### src/rtl/hub75_pkg.sv
// Shared state encoding and timing helpers for the HUB75 bit-plane scanner.
// DEPTH here is the gamma output width the scanner is built around.
package hub75_pkg;
    localparam int DEPTH   = 12;
    localparam int PLANE_W = $clog2(DEPTH);
    localparam int TMR_W   = DEPTH + 8;

    typedef enum logic [2:0] {
        ST_IDLE,
        ST_PREFETCH,
        ST_SHIFT,
        ST_BLANK,
        ST_LATCH,
        ST_DISPLAY
    } state_t;

    // Output-enable time for a plane grows as a power of two.
    function automatic logic [TMR_W-1:0] disp_count(input logic [7:0] base_on,
                                                    input logic [PLANE_W-1:0] plane);
        return TMR_W'(base_on) << plane;
    endfunction
endpackage

### src/rtl/hub75_bcm_timer.sv
// Loadable down-counter; done is high during the last cycle of a loaded interval.
// Loading N makes done fire N cycles later; a load always wins over counting.
module hub75_bcm_timer
    import hub75_pkg::*;
#(
    parameter int W = TMR_W
) (
    input  logic         clk,
    input  logic         rst,
    input  logic         load,
    input  logic [W-1:0] load_val,
    output logic         done
);
    logic [W-1:0] cnt_q, cnt_d;

    always_comb begin
        cnt_d = cnt_q;
        if (load) begin
            cnt_d = load_val;
        end else if (cnt_q != '0) begin
            cnt_d = cnt_q - 1'b1;
        end
    end

    always_ff @(posedge clk or posedge rst) begin
        if (rst) begin
            cnt_q <= '0;
        end else begin
            cnt_q <= cnt_d;
        end
    end

    assign done = (cnt_q == W'(1));
endmodule

### src/rtl/hub75_bcm_scan.sv
// HUB75 scanner: per row and bit-plane, fetch COLS pixel pairs, shift them out, blank, latch, show.
// Fetch data is used one cycle after rd_en; there is no backpressure, the framebuffer must keep up.
module hub75_bcm_scan #(
    parameter int COLS     = 64,
    parameter int ROW_BITS = 4,
    parameter int DEPTH    = 12,
    parameter int CLK_DIV  = 1,
    parameter int BASE_ON  = 4
) (
    input  logic                    clk,
    input  logic                    rst,
    input  logic                    en,
    output logic                    rd_en,
    output logic [ROW_BITS-1:0]     rd_row,
    output logic [$clog2(COLS)-1:0] rd_col,
    input  logic [3*DEPTH-1:0]      rd_top,
    input  logic [3*DEPTH-1:0]      rd_bot,
    output logic                    hub_r0,
    output logic                    hub_g0,
    output logic                    hub_b0,
    output logic                    hub_r1,
    output logic                    hub_g1,
    output logic                    hub_b1,
    output logic                    hub_sclk,
    output logic                    hub_lat,
    output logic                    hub_oe_n,
    output logic [ROW_BITS-1:0]     hub_addr,
    output logic                    frame_done
);
    import hub75_pkg::*;

    localparam int COL_W = $clog2(COLS);
    localparam int PL_W  = $clog2(DEPTH);
    localparam int CNT_W = DEPTH + 8;
    localparam logic [COL_W-1:0]    COL_LAST = COL_W'(COLS - 1);
    localparam logic [ROW_BITS-1:0] ROW_LAST = '1;
    localparam logic [PL_W-1:0]     PL_LAST  = PL_W'(DEPTH - 1);

    state_t              state_q, state_d;
    logic [ROW_BITS-1:0] row_q, row_d, addr_q, addr_d;
    logic [PL_W-1:0]     plane_q, plane_d;
    logic [COL_W-1:0]    col_q, col_d;
    logic                sclk_q, sclk_d, first_q, first_d, blank_q, blank_d;
    logic                done_q, done_d, rd_vld_q, rd_vld_d;
    logic [6*DEPTH-1:0]  cap_q, cap_d;
    logic [5:0]          cur_q, cur_d, slot_bits, line_bits;
    logic                tmr_load, tmr_done;
    logic [CNT_W-1:0]    tmr_val;

    function automatic logic [2:0] plane_bits(input logic [3*DEPTH-1:0] px,
                                              input logic [PL_W-1:0] p);
        logic [DEPTH-1:0] r, g, b;
        r = px[3*DEPTH-1:2*DEPTH];
        g = px[2*DEPTH-1:DEPTH];
        b = px[DEPTH-1:0];
        return {r[p], g[p], b[p]};
    endfunction

    hub75_bcm_timer #(.W(CNT_W)) u_timer (
        .clk      (clk),
        .rst      (rst),
        .load     (tmr_load),
        .load_val (tmr_val),
        .done     (tmr_done)
    );

    // Column 0 arrives in the very first shift cycle, so it bypasses the capture buffer.
    always_comb begin
        if (col_q == '0) begin
            slot_bits = {plane_bits(rd_top, plane_q), plane_bits(rd_bot, plane_q)};
        end else begin
            slot_bits = {plane_bits(cap_q[6*DEPTH-1:3*DEPTH], plane_q),
                         plane_bits(cap_q[3*DEPTH-1:0], plane_q)};
        end
    end

    always_comb begin
        state_d  = state_q;
        row_d    = row_q;
        plane_d  = plane_q;
        col_d    = col_q;
        sclk_d   = sclk_q;
        first_d  = first_q;
        blank_d  = blank_q;
        addr_d   = addr_q;
        done_d   = 1'b0;
        cur_d    = cur_q;
        rd_vld_d = rd_en;
        cap_d    = rd_vld_q ? {rd_top, rd_bot} : cap_q;
        tmr_load = 1'b0;
        tmr_val  = CNT_W'(CLK_DIV);
        case (state_q)
            ST_IDLE: begin
                if (en) begin
                    state_d = ST_PREFETCH;
                    row_d   = '0;
                    plane_d = '0;
                end
            end
            ST_PREFETCH: begin
                state_d  = ST_SHIFT;
                col_d    = '0;
                sclk_d   = 1'b0;
                first_d  = 1'b1;
                tmr_load = 1'b1;
            end
            ST_SHIFT: begin
                first_d = 1'b0;
                if (first_q) begin
                    cur_d = slot_bits;
                end
                if (tmr_done) begin
                    if (!sclk_q) begin
                        sclk_d   = 1'b1;
                        tmr_load = 1'b1;
                    end else if (col_q == COL_LAST) begin
                        state_d = ST_BLANK;
                        sclk_d  = 1'b0;
                    end else begin
                        sclk_d   = 1'b0;
                        col_d    = col_q + 1'b1;
                        first_d  = 1'b1;
                        tmr_load = 1'b1;
                    end
                end
            end
            ST_BLANK: begin
                blank_d = 1'b1;
                if (blank_q) begin
                    state_d = ST_LATCH;
                    blank_d = 1'b0;
                end else begin
                    addr_d = row_q;
                end
            end
            ST_LATCH: begin
                state_d  = ST_DISPLAY;
                tmr_load = 1'b1;
                tmr_val  = CNT_W'(disp_count(8'(BASE_ON), plane_q));
            end
            ST_DISPLAY: begin
                if (tmr_done) begin
                    if (plane_q == PL_LAST) begin
                        plane_d = '0;
                        if (row_q == ROW_LAST) begin
                            row_d  = '0;
                            done_d = 1'b1;
                        end else begin
                            row_d = row_q + 1'b1;
                        end
                    end else begin
                        plane_d = plane_q + 1'b1;
                    end
                    // en is only honoured at plane boundaries.
                    if (en) begin
                        state_d = ST_PREFETCH;
                    end else begin
                        state_d = ST_IDLE;
                        row_d   = '0;
                        plane_d = '0;
                    end
                end
            end
            default: state_d = ST_IDLE;
        endcase
    end

    always_ff @(posedge clk or posedge rst) begin
        if (rst) begin
            state_q  <= ST_IDLE;
            row_q    <= '0;
            plane_q  <= '0;
            col_q    <= '0;
            sclk_q   <= 1'b0;
            first_q  <= 1'b0;
            blank_q  <= 1'b0;
            addr_q   <= '0;
            done_q   <= 1'b0;
            cur_q    <= '0;
            rd_vld_q <= 1'b0;
            cap_q    <= '0;
        end else begin
            state_q  <= state_d;
            row_q    <= row_d;
            plane_q  <= plane_d;
            col_q    <= col_d;
            sclk_q   <= sclk_d;
            first_q  <= first_d;
            blank_q  <= blank_d;
            addr_q   <= addr_d;
            done_q   <= done_d;
            cur_q    <= cur_d;
            rd_vld_q <= rd_vld_d;
            cap_q    <= cap_d;
        end
    end

    assign rd_en      = (state_q == ST_PREFETCH) ||
                        (state_q == ST_SHIFT && first_q && col_q != COL_LAST);
    assign rd_row     = row_q;
    assign rd_col     = (state_q == ST_SHIFT) ? col_q + 1'b1 : '0;
    assign line_bits  = (state_q == ST_SHIFT) ? (first_q ? slot_bits : cur_q) : '0;
    assign {hub_r0, hub_g0, hub_b0, hub_r1, hub_g1, hub_b1} = line_bits;
    assign hub_sclk   = (state_q == ST_SHIFT) && sclk_q;
    assign hub_lat    = (state_q == ST_LATCH);
    assign hub_oe_n   = (state_q != ST_DISPLAY);
    assign hub_addr   = addr_q;
    assign frame_done = done_q;
endmodule

### config.mk
export PLATFORM = sky130hd
export DESIGN_NAME = hub75_bcm_scan
export DESIGN_NICKNAME = d
export VERILOG_FILES = /design/src/rtl/hub75_pkg.sv /design/src/rtl/hub75_bcm_timer.sv /design/src/rtl/hub75_bcm_scan.sv
export SDC_FILE = /design/constraint.sdc
export NUM_CORES = 1
export LEC_CHECK = 0
export CORE_AREA = 2 2 117 119
export DETAILED_ROUTE_END_ITERATION = 16
export DIE_AREA = 0 0 119 121
export PLACE_DENSITY = 0.79
export SLEW_MARGIN = 20
export SYNTH_ARGS = -nofsm -noshare
export SYNTH_HDL_FRONTEND = slang
export SYNTH_SLANG_ARGS = --single-unit
### constraint.sdc
create_clock -name clk -period 6.55 [get_ports clk]
set_input_delay 1.965 -clock clk [delete_from_list [all_inputs] [get_ports clk]]
set_output_delay 1.965 -clock clk [all_outputs]
set_load 0.1 [all_outputs]
==> results.cfg <==
[outcome]
outcome = completed

[job]
cap_viol_max_count = 0

[global_route]
antenna_found_initial = 0
met2_usage = 0.416
top_usage_layer = met2
grt_max_degree = 90
grt_usage = 0.253
grt_pass1_wl_mm = 28.4
grt_pass1_vias = 5669
grt_use_met1 = 0.321
grtUsageMet3 = 0.0705
grt.overflow.total = 0

[sta]
fin_setup_tns_ps = 0
fin_crit_sh = 0.900
rsz0062_at_grt = no
finalCriticalPeriod_ps = 5890
finalHoldViolCount = 0
skew_ps = 6.67
worst_pin_slew_ps = 976
max_freq_ghz = 0.170
setup_viol = 0
slew-limit-headroom = 0.347
maxSlewViolCount = 0
fin_ws_ps = 657

[logic_synthesis]
ys_types = 63
ys_seq_area_frac = 0.439
synth-seq-cells = 124
syn_area_sq_um = 7080
syn_area_per_cell_sq_um = 11.6
synth_ff_type = dfrtp_1
synth_nets = 697
synth-async-reset-ratio = 1.00
synth_edf_count = 0
yosys_warnings = 0
synthCells = 611

[drt]
via_per_inst = 6.25
drc = 0
firstDrtPassIters = 5
ant_nets = 0
routed_wl_mm = 17.4
vias = 5517
drt_iter0_markers = 517
wl_per_cell_microns = 19.7

[cts]
insertion_delay_ps = 430
cts_root_buf = clkbuf_16
cts.htree.levels = 4
cts.clk_slew.worst_paths_ps = 50
cts_tree = yes
post_cts_buffers = 0
cts.sinks = 124
cts_resized = 0
cts_made_buffers = 17
cts_max_path_buffers = 2
ctsHoldBuffers = 0

[die]
design.die.area_sq_um = 14400
core_sq_um = 13100
io-pin-count = 100
initial_core_util = 0.541
rows = 42
die_w_microns = 119
die_h_microns = 121

[placement]
pre_cts_slack_ps = 743
hpwl_mm = 11.7
routabilityCongestion = 0.849
placement.io_buffers = 99

[layout]
nets = 780
syn2layout_area_growth_pct = 24.9
fill_cells = 938
antennaDiodeCount = 0
layout-drive-gt1-share = 0.264

[power]
peakVddDrop_uv = 181
p_leak_nw = 3.52
p_per_area_nw_per_um2 = 225
power_mw = 1.98

[setup_path]
cp_data_arrival_time_ps = 3930
slowest_delay_ps = 470
startpoint_type = primary input
endpoint_kind = primary output
r2r_slack_ps = 3760
cp_cell_sequence = clkdlybuf4s50_1, mux4_2, nor2_1, nor3_1, a211oi_1, a211oi_2, buf_4
cp_top_family = buffers and inverters
critPathMaxFanout = 2
critical_path_class = primary input to primary output
worstPathBufferInverterCount = 2
slowest_stage = mux4_2
worstPathRequired_ps = 4590

[worst_hold_path]
hold_class = register to register
==> synth_stat cells, drive strengths merged (3+ instances only) <==
library cell / number / share of area
nor4: 9 / 0.013
a31oi: 8 / 0.0080
o31ai: 10 / 0.011
o31a: 3 / 0.0039
a22o: 4 / 0.0050
xnor2: 16 / 0.020
nand2: 35 / 0.019
a21o: 4 / 0.0042
nor2: 40 / 0.021
nor3: 16 / 0.012
mux2i: 7 / 0.0099
a21oi: 12 / 0.010
nand3: 11 / 0.0078
nand2b: 6 / 0.0053
o21ai: 22 / 0.016
and3: 10 / 0.0088
nand4: 8 / 0.0080
a211oi: 13 / 0.014
buf: 25 / 0.021
clkbuf: 17 / 0.0090
and2: 9 / 0.0081
nand4b: 3 / 0.0037
ha: 11 / 0.019
mux2: 94 / 0.15
dfrtp: 124 / 0.44
a22oi: 9 / 0.0095
a32oi: 5 / 0.0062
o22ai: 7 / 0.0062
inv: 13 / 0.0069
mux4: 24 / 0.076
o221ai: 6 / 0.0074
xor2: 5 / 0.0062
==> power breakdown <==
part	switching (mW)	internal (mW)	total, mW
Sequential	0.0125	0.791	0.804
Combinational	0.0590	0.0791	0.138
Clock	0.341	0.701	1.04
==> layout by cell type (no fill, tap or decap), types with 5 or more instances in the layout <==
cell / synthesis / layout
clkinv_2: 0 / 5
mux2_2: 94 / 94
o31ai_1: 10 / 10
xor2_1: 5 / 5
clkbuf_16: 0 / 17
bufinv_16: 0 / 5
nand4_1: 7 / 7
nand2b_1: 6 / 6
o21ai_0: 20 / 20
a211oi_1: 13 / 7
and2_1: 8 / 8
clkdlybuf4s50_1: 0 / 93
nand3_1: 11 / 11
buf_4: 10 / 11
nand2_1: 35 / 35
dfrtp_1: 124 / 121
a32oi_1: 5 / 5
mux4_2: 24 / 24
a21oi_1: 11 / 11
ha_1: 11 / 11
and3_1: 10 / 10
o221ai_1: 6 / 6
a31oi_1: 7 / 7
nor4_1: 6 / 6
nor3_1: 15 / 15
xnor2_1: 16 / 16
a211oi_2: 0 / 6
o22ai_1: 7 / 7
inv_1: 13 / 12
a22oi_1: 9 / 9
nor2_1: 40 / 40
mux2i_1: 7 / 7
==> registers in the layout, indices dropped and copies added, names as in the netlist <==
name and flops:
cap_q 72, u_timer.cnt_q 20, col_q 6, cur_q 6
hub_addr 4, plane_q 4, rd_row 4, state_q 3
blank_q 1, first_q 1, frame_done 1, rd_vld_q 1
sclk_q 1
==> worst min-delay path: cells and delay by family, from the launching register on <==
kind	cells	cell delay (ps)
flops	1	330
simple gates	1	50
compound gates	1	50
==> worst paths after layout <==
check / to / cells past startpoint / from
max: hub_b1 / 7 / rd_bot[6]
min: cur_q[2]$_DFFE_PP0N_ / 2 / cur_q[2]$_DFFE_PP0N_
max reg2reg: cur_q[1]$_DFFE_PP0N_ / 4 / state_q[1]$_DFFE_PP0P_
min reg2reg: cur_q[2]$_DFFE_PP0N_ / 2 / cur_q[2]$_DFFE_PP0N_
max in group asynchronous: col_q[5]$_DFFE_PP0P_ / 3 / rst
min in group asynchronous: cap_q[57]$_DFFE_PP0P_ / 2 / rst
==> kinds of logic after synthesis <==
kind of cell,share of synthesized area
adder cells (fa/ha/maj),0.0209
multiplexers,0.236
flip-flops,0.439
buffers and inverters,0.0364
AO/OA/AOI/OAI,0.122
AND/OR/NAND/NOR,0.120
XOR/XNOR,0.0260
==> layout make-up <==
cell class / instances / area, sq um / share of cell area
multi-input combinational: 432 / 3740 / 0.424
sequential: 124 / 3110 / 0.352
timing repair buffer: 106 / 1050 / 0.119
clock buffer: 20 / 467 / 0.0528
tap: 176 / 220 / 0.0249
clock inverter: 12 / 191 / 0.0217
inverter: 13 / 53.8 / 0.00609
==> layer usage <==
layer / vias to the layer above / wire length [microns]
met5: - / 0
met4: 0 / 392
met3: 36 / 1310
met2: 209 / 8640
met1: 2792 / 7030
li1: 2480 / -
==> per-stage QoR <==
step / area [sq um] / instances / utilization / hold WS, ps
finish: 8840 / 883 / 0.675 / 471
global route: 8840 / 883 / 0.675 / 500
CTS: 8830 / 883 / 0.675 / 473
detailed placement: 8180 / 851 / 0.625 / 461
global placement: 8180 / 851 / 0.625 / 453
floorplan: 7110 / 611 / - / 443
No activity file was read; power rests on OpenSTA's default activity.
==> edit 1, RTL diff (same settings) <==
Register the input `rd_top` before use. The logic sees it one clock later. The other inputs are not delayed to match.
--- a/src/rtl/hub75_bcm_scan.sv
+++ b/src/rtl/hub75_bcm_scan.sv
@@ -36,6 +36,12 @@
     localparam logic [ROW_BITS-1:0] ROW_LAST = '1;
     localparam logic [PL_W-1:0]     PL_LAST  = PL_W'(DEPTH - 1);
 
+    logic [3*DEPTH-1:0] rd_top_q;
+
+    always_ff @(posedge clk) begin
+        rd_top_q <= rd_top;
+    end
+
     state_t              state_q, state_d;
     logic [ROW_BITS-1:0] row_q, row_d, addr_q, addr_d;
     logic [PL_W-1:0]     plane_q, plane_d;
@@ -67,7 +73,7 @@
     // Column 0 arrives in the very first shift cycle, so it bypasses the capture buffer.
     always_comb begin
         if (col_q == '0) begin
-            slot_bits = {plane_bits(rd_top, plane_q), plane_bits(rd_bot, plane_q)};
+            slot_bits = {plane_bits(rd_top_q, plane_q), plane_bits(rd_bot, plane_q)};
         end else begin
             slot_bits = {plane_bits(cap_q[6*DEPTH-1:3*DEPTH], plane_q),
                          plane_bits(cap_q[3*DEPTH-1:0], plane_q)};
@@ -86,7 +92,7 @@
         done_d   = 1'b0;
         cur_d    = cur_q;
         rd_vld_d = rd_en;
-        cap_d    = rd_vld_q ? {rd_top, rd_bot} : cap_q;
+        cap_d    = rd_vld_q ? {rd_top_q, rd_bot} : cap_q;
         tmr_load = 1'b0;
         tmr_val  = CNT_W'(CLK_DIV);
         case (state_q)
Formal check against the unedited RTL: not equivalent (Yosys sat finds a counterexample within 4 cycles, from zero or initial values and one cycle with rst high).
==> edit 1 against the unedited design <==
  * Global-route usage rose by 2.7 points
  * Setup slack improved by 0.11 ns
  * Sequential power rose by 29%
  * Critical endpoint unchanged
  * Largest cell class unchanged
  * Final area rose by 9.4%
  * Critical path depth did not move
  * Synthesized area rose by 12%
  * Count of clock-buffer cells in the layout fell by 2
  * Routed wire length rose by 11%
  * Sequential cell count rose by 36
  * Final cell count rose by 10%
  * Total power rose by 11%
==> edit 1: results (changes against the unedited design) <==
* Status: complete, no violations
* NonClk Buf Share at 0.109 (-0.00973)
* Placed inst area at 9050 um2 (+11%)
* 1st-iter DRT viols at 510 (-1.4%)
* Max VDD drop at 0.204 mV (+12%)
* Clock network area share at 0.0634 (-0.0111)
* DP Worst Slack at 0.763 ns (+0.0202 ns)
* Xor/xnor share of the synthesized area at 0.0198 (-0.00619)
* Post-Synth Adder-Cell Area at 0.0173 (-0.00357)
* Mux cell area share after synthesis at 0.206 (-0.0296)
* Sw Pwr at 0.514 mW (+25%)
* Synthesized area per cell at 11.4 um2 (-1.4%)
* Placed cells at 940 (+10%)
* Multi-input combinational area share at 0.402 (-0.0220)
* DR WL/cell at 19.9 um (+1.1%)
* Leakage power at 3.89 nW (+11%)
* Mapped Area at 7960 um2 (+12%)
* Seq pwr share at 0.472 (+0.067)
* DP HPWL at 13.4 mm (+14%)
* Commonest cells in the netlist: dfrtp_1, mux2_2, nand2_1
* Placer congestion estimate at 0.820 (-3.4%)
* Seq power at 1.04 mW (+29%)
* Register area at 3830 um2 (+23%)
* Biggest registers after layout: cap_q (72), rd_top_q (36), u_timer.cnt_q (20)
* Total global-route track usage at 0.280 (+0.0271)
edit 1: final timing paths:
check	startpoint	to	slack, ns	cells after the start
hold reg to reg	cur_q[3]$_DFFE_PP0N_	cur_q[3]$_DFFE_PP0N_	0.48	2
setup / recovery	rd_bot[5]	hub_b1	0.76	7
min in group asynchronous	rst	u_timer.cnt_q[6]$_DFFE_PP0P_	1.81	2
max in group asynchronous	rst	cap_q[43]$_DFFE_PP0P_	3.70	3
setup reg to reg	state_q[1]$_DFFE_PP0P_	u_timer.cnt_q[4]$_DFFE_PP0P_	3.71	5
hold / removal	cur_q[3]$_DFFE_PP0N_	cur_q[3]$_DFFE_PP0N_	0.48	2
edit 1: routing by layer:
| metal | wire length, um | vias up | global-route usage |
|---|---|---|---|
| met1 | 8020 | 3074 | 0.347 |
| met3 | 838 | 34 | 0.0545 |
| li1 | - | 2752 | - |
| met2 | 10100 | 189 | 0.487 |
| met4 | 348 | 0 | 0.103 |
| met5 | 0 | - | 0 |
==> edit 2, RTL diff (config.mk and constraints unchanged) <==
Without the edit above. Change the parameter `ROW_BITS` from 4 to 5.
--- a/src/rtl/hub75_bcm_scan.sv
+++ b/src/rtl/hub75_bcm_scan.sv
@@ -2,7 +2,7 @@
 // Fetch data is used one cycle after rd_en; there is no backpressure, the framebuffer must keep up.
 module hub75_bcm_scan #(
     parameter int COLS     = 64,
-    parameter int ROW_BITS = 4,
+    parameter int ROW_BITS = 5,
     parameter int DEPTH    = 12,
     parameter int CLK_DIV  = 1,
     parameter int BASE_ON  = 4
Ports: changed (resized hub_addr and rd_row); port bits go from 100 to 102. The function was not compared with the original's and may differ.
==> edit 2 against the unedited design <==
  * Die area did not move
  * Fmax down 4.2%
  * Clock skew increased by 0.00092 ns
  * Final area up 2.5%
  * Routed wire length is 9.3% higher
  * Synthesized area rose by 3.4%
  * Sequential cell count rose by 2
  * Setup slack lost 0.26 ns
Power is not compared: it rests on default switching activity, and its combinational part moved more than twofold at a synthesized area within 25%.
==> edit 2: results (changes against the unedited design) <==
* Via count at 5881 (+6.6%)
* CP arrival at 4.19 ns (+0.26 ns)
* Share of cells above drive strength 1 at 0.243 (-0.0218)
* Clk_skew at 0.00759 ns (+0.000920 ns)
* Drt total wl at 19.0 mm (+9.3%)
* Gate Count Post-Synth at 655 (+7.2%)
* Placed cells at 899 (+5.6%)
* Worst-path clk slew at about 0.06 ns
* Final Net Count at 829 (+6.3%)
* DP HPWL at 13.0 mm (+11%)
* Top cells by area, synth: dfrtp_1, mux2_2, mux4_2, nor2_1, nand3_1
* Seq/Total Area, Yosys at 0.431 (-0.00778)
* DP Worst Slack at 0.481 ns (-0.262 ns)
* First-pass GRT wire length at 31.5 mm (+11%)
* Syn Nets at 742 (+6.5%)
* Total global-route track usage at 0.280 (+0.0271)
* Post-Synth Adder-Cell Area at 0.0205 (-0.000354)
* Compound-Gate Fraction of Synth Area at 0.110 (-0.0121)
* Placed inst area at 8520 um2 (+4.2%)
* CP startpoint: rd_bot[1]
* Largest net degree at the start of global routing at 73 (-19%)
* Synth unique cells at 61 (-3.2%)
* I/O Buffers at 101 (+2.0%)
* R2r startpoint: plane_q[1]$_DFFE_PP0P_
* Vias in the first global route at 6150 (+8.5%)
* Measured slew at the worst slew-check pin at 0.976 ns (+0.000209 ns)
* Pre-antenna DRT Iters at 5 (unchanged)
* Xor/xnor share of the synthesized area at 0.0203 (-0.00565)
* Status: complete, no violations
* 1st-iter DRT viols at 654 (+26%)
* DR WL/cell at 20.4 um (+3.8%)
* Mux cell area share after synthesis at 0.231 (-0.00530)
-- edit 2: kinds of logic after synthesis --
kind of cell	Yosys count
compound gates	113
mux	126
xor+xnor	17
fa+ha+maj	12
buf+inv	59
simple gates	202
flops	126
-- edit 2: critical path: stages --
cell and delay, ns:
clkdlybuf4s50_1 0.52, mux4_2 0.27, nor2_1 0.04, a2111oi_0 0.48, a2111oi_0 0.13, buf_4 0.22
a2111oi_4 0.33, buf_12 0.23
-- edit 2: path summary, 6_finish.rpt --
path                                              end  slack, ns  cells after the start
worst min-delay path             cur_q[2]$_DFFE_PP0N_       0.48                      2
max in group asynchronous          rd_vld_q$_DFF_PP0_       3.56                      3
worst max-delay path                           hub_b1       0.40                      8
worst min register to register   cur_q[2]$_DFFE_PP0N_       0.48                      2
worst max register to register   cur_q[3]$_DFFE_PP0N_       3.40                      6
min in group asynchronous       cap_q[27]$_DFFE_PP0P_       1.90                      2
-- edit 2: power groups by stage --
stage	clock (mW)	combinational, mW	sequential [mW]
CTS	0.884	1.69	1.32
floorplan	0	1.32	1.26
global placement	0	1.63	1.30
detailed placement	0	1.68	1.33
finish	0.876	1.70	1.32
global route	0.921	1.84	1.36
-- edit 2: area by class of cell --
| type | instances | area (um2) |
|---|---|---|
| Timing Repair Buffer | 112 | 1140 |
| Tap cell | 176 | 220 |
| Sequential cell | 126 | 3160 |
| Inverter | 15 | 58.8 |
| Clock buffer | 20 | 447 |
| Multi-Input combinational cell | 470 | 3950 |
| Clock inverter | 11 | 93.8 |
| Fill cell | 958 | 4020 |
-- edit 2: routing by layer --
metal  part of all wire  GRT usage  vias to the layer above  wire length [um]
met5                  0          0                        -                 0
met3              0.079     0.0883                       51              1510
met4              0.028      0.111                        0               536
li1                   -          -                     2642                 -
met2               0.50      0.456                      288              9450
met1               0.39      0.348                     2900              7490
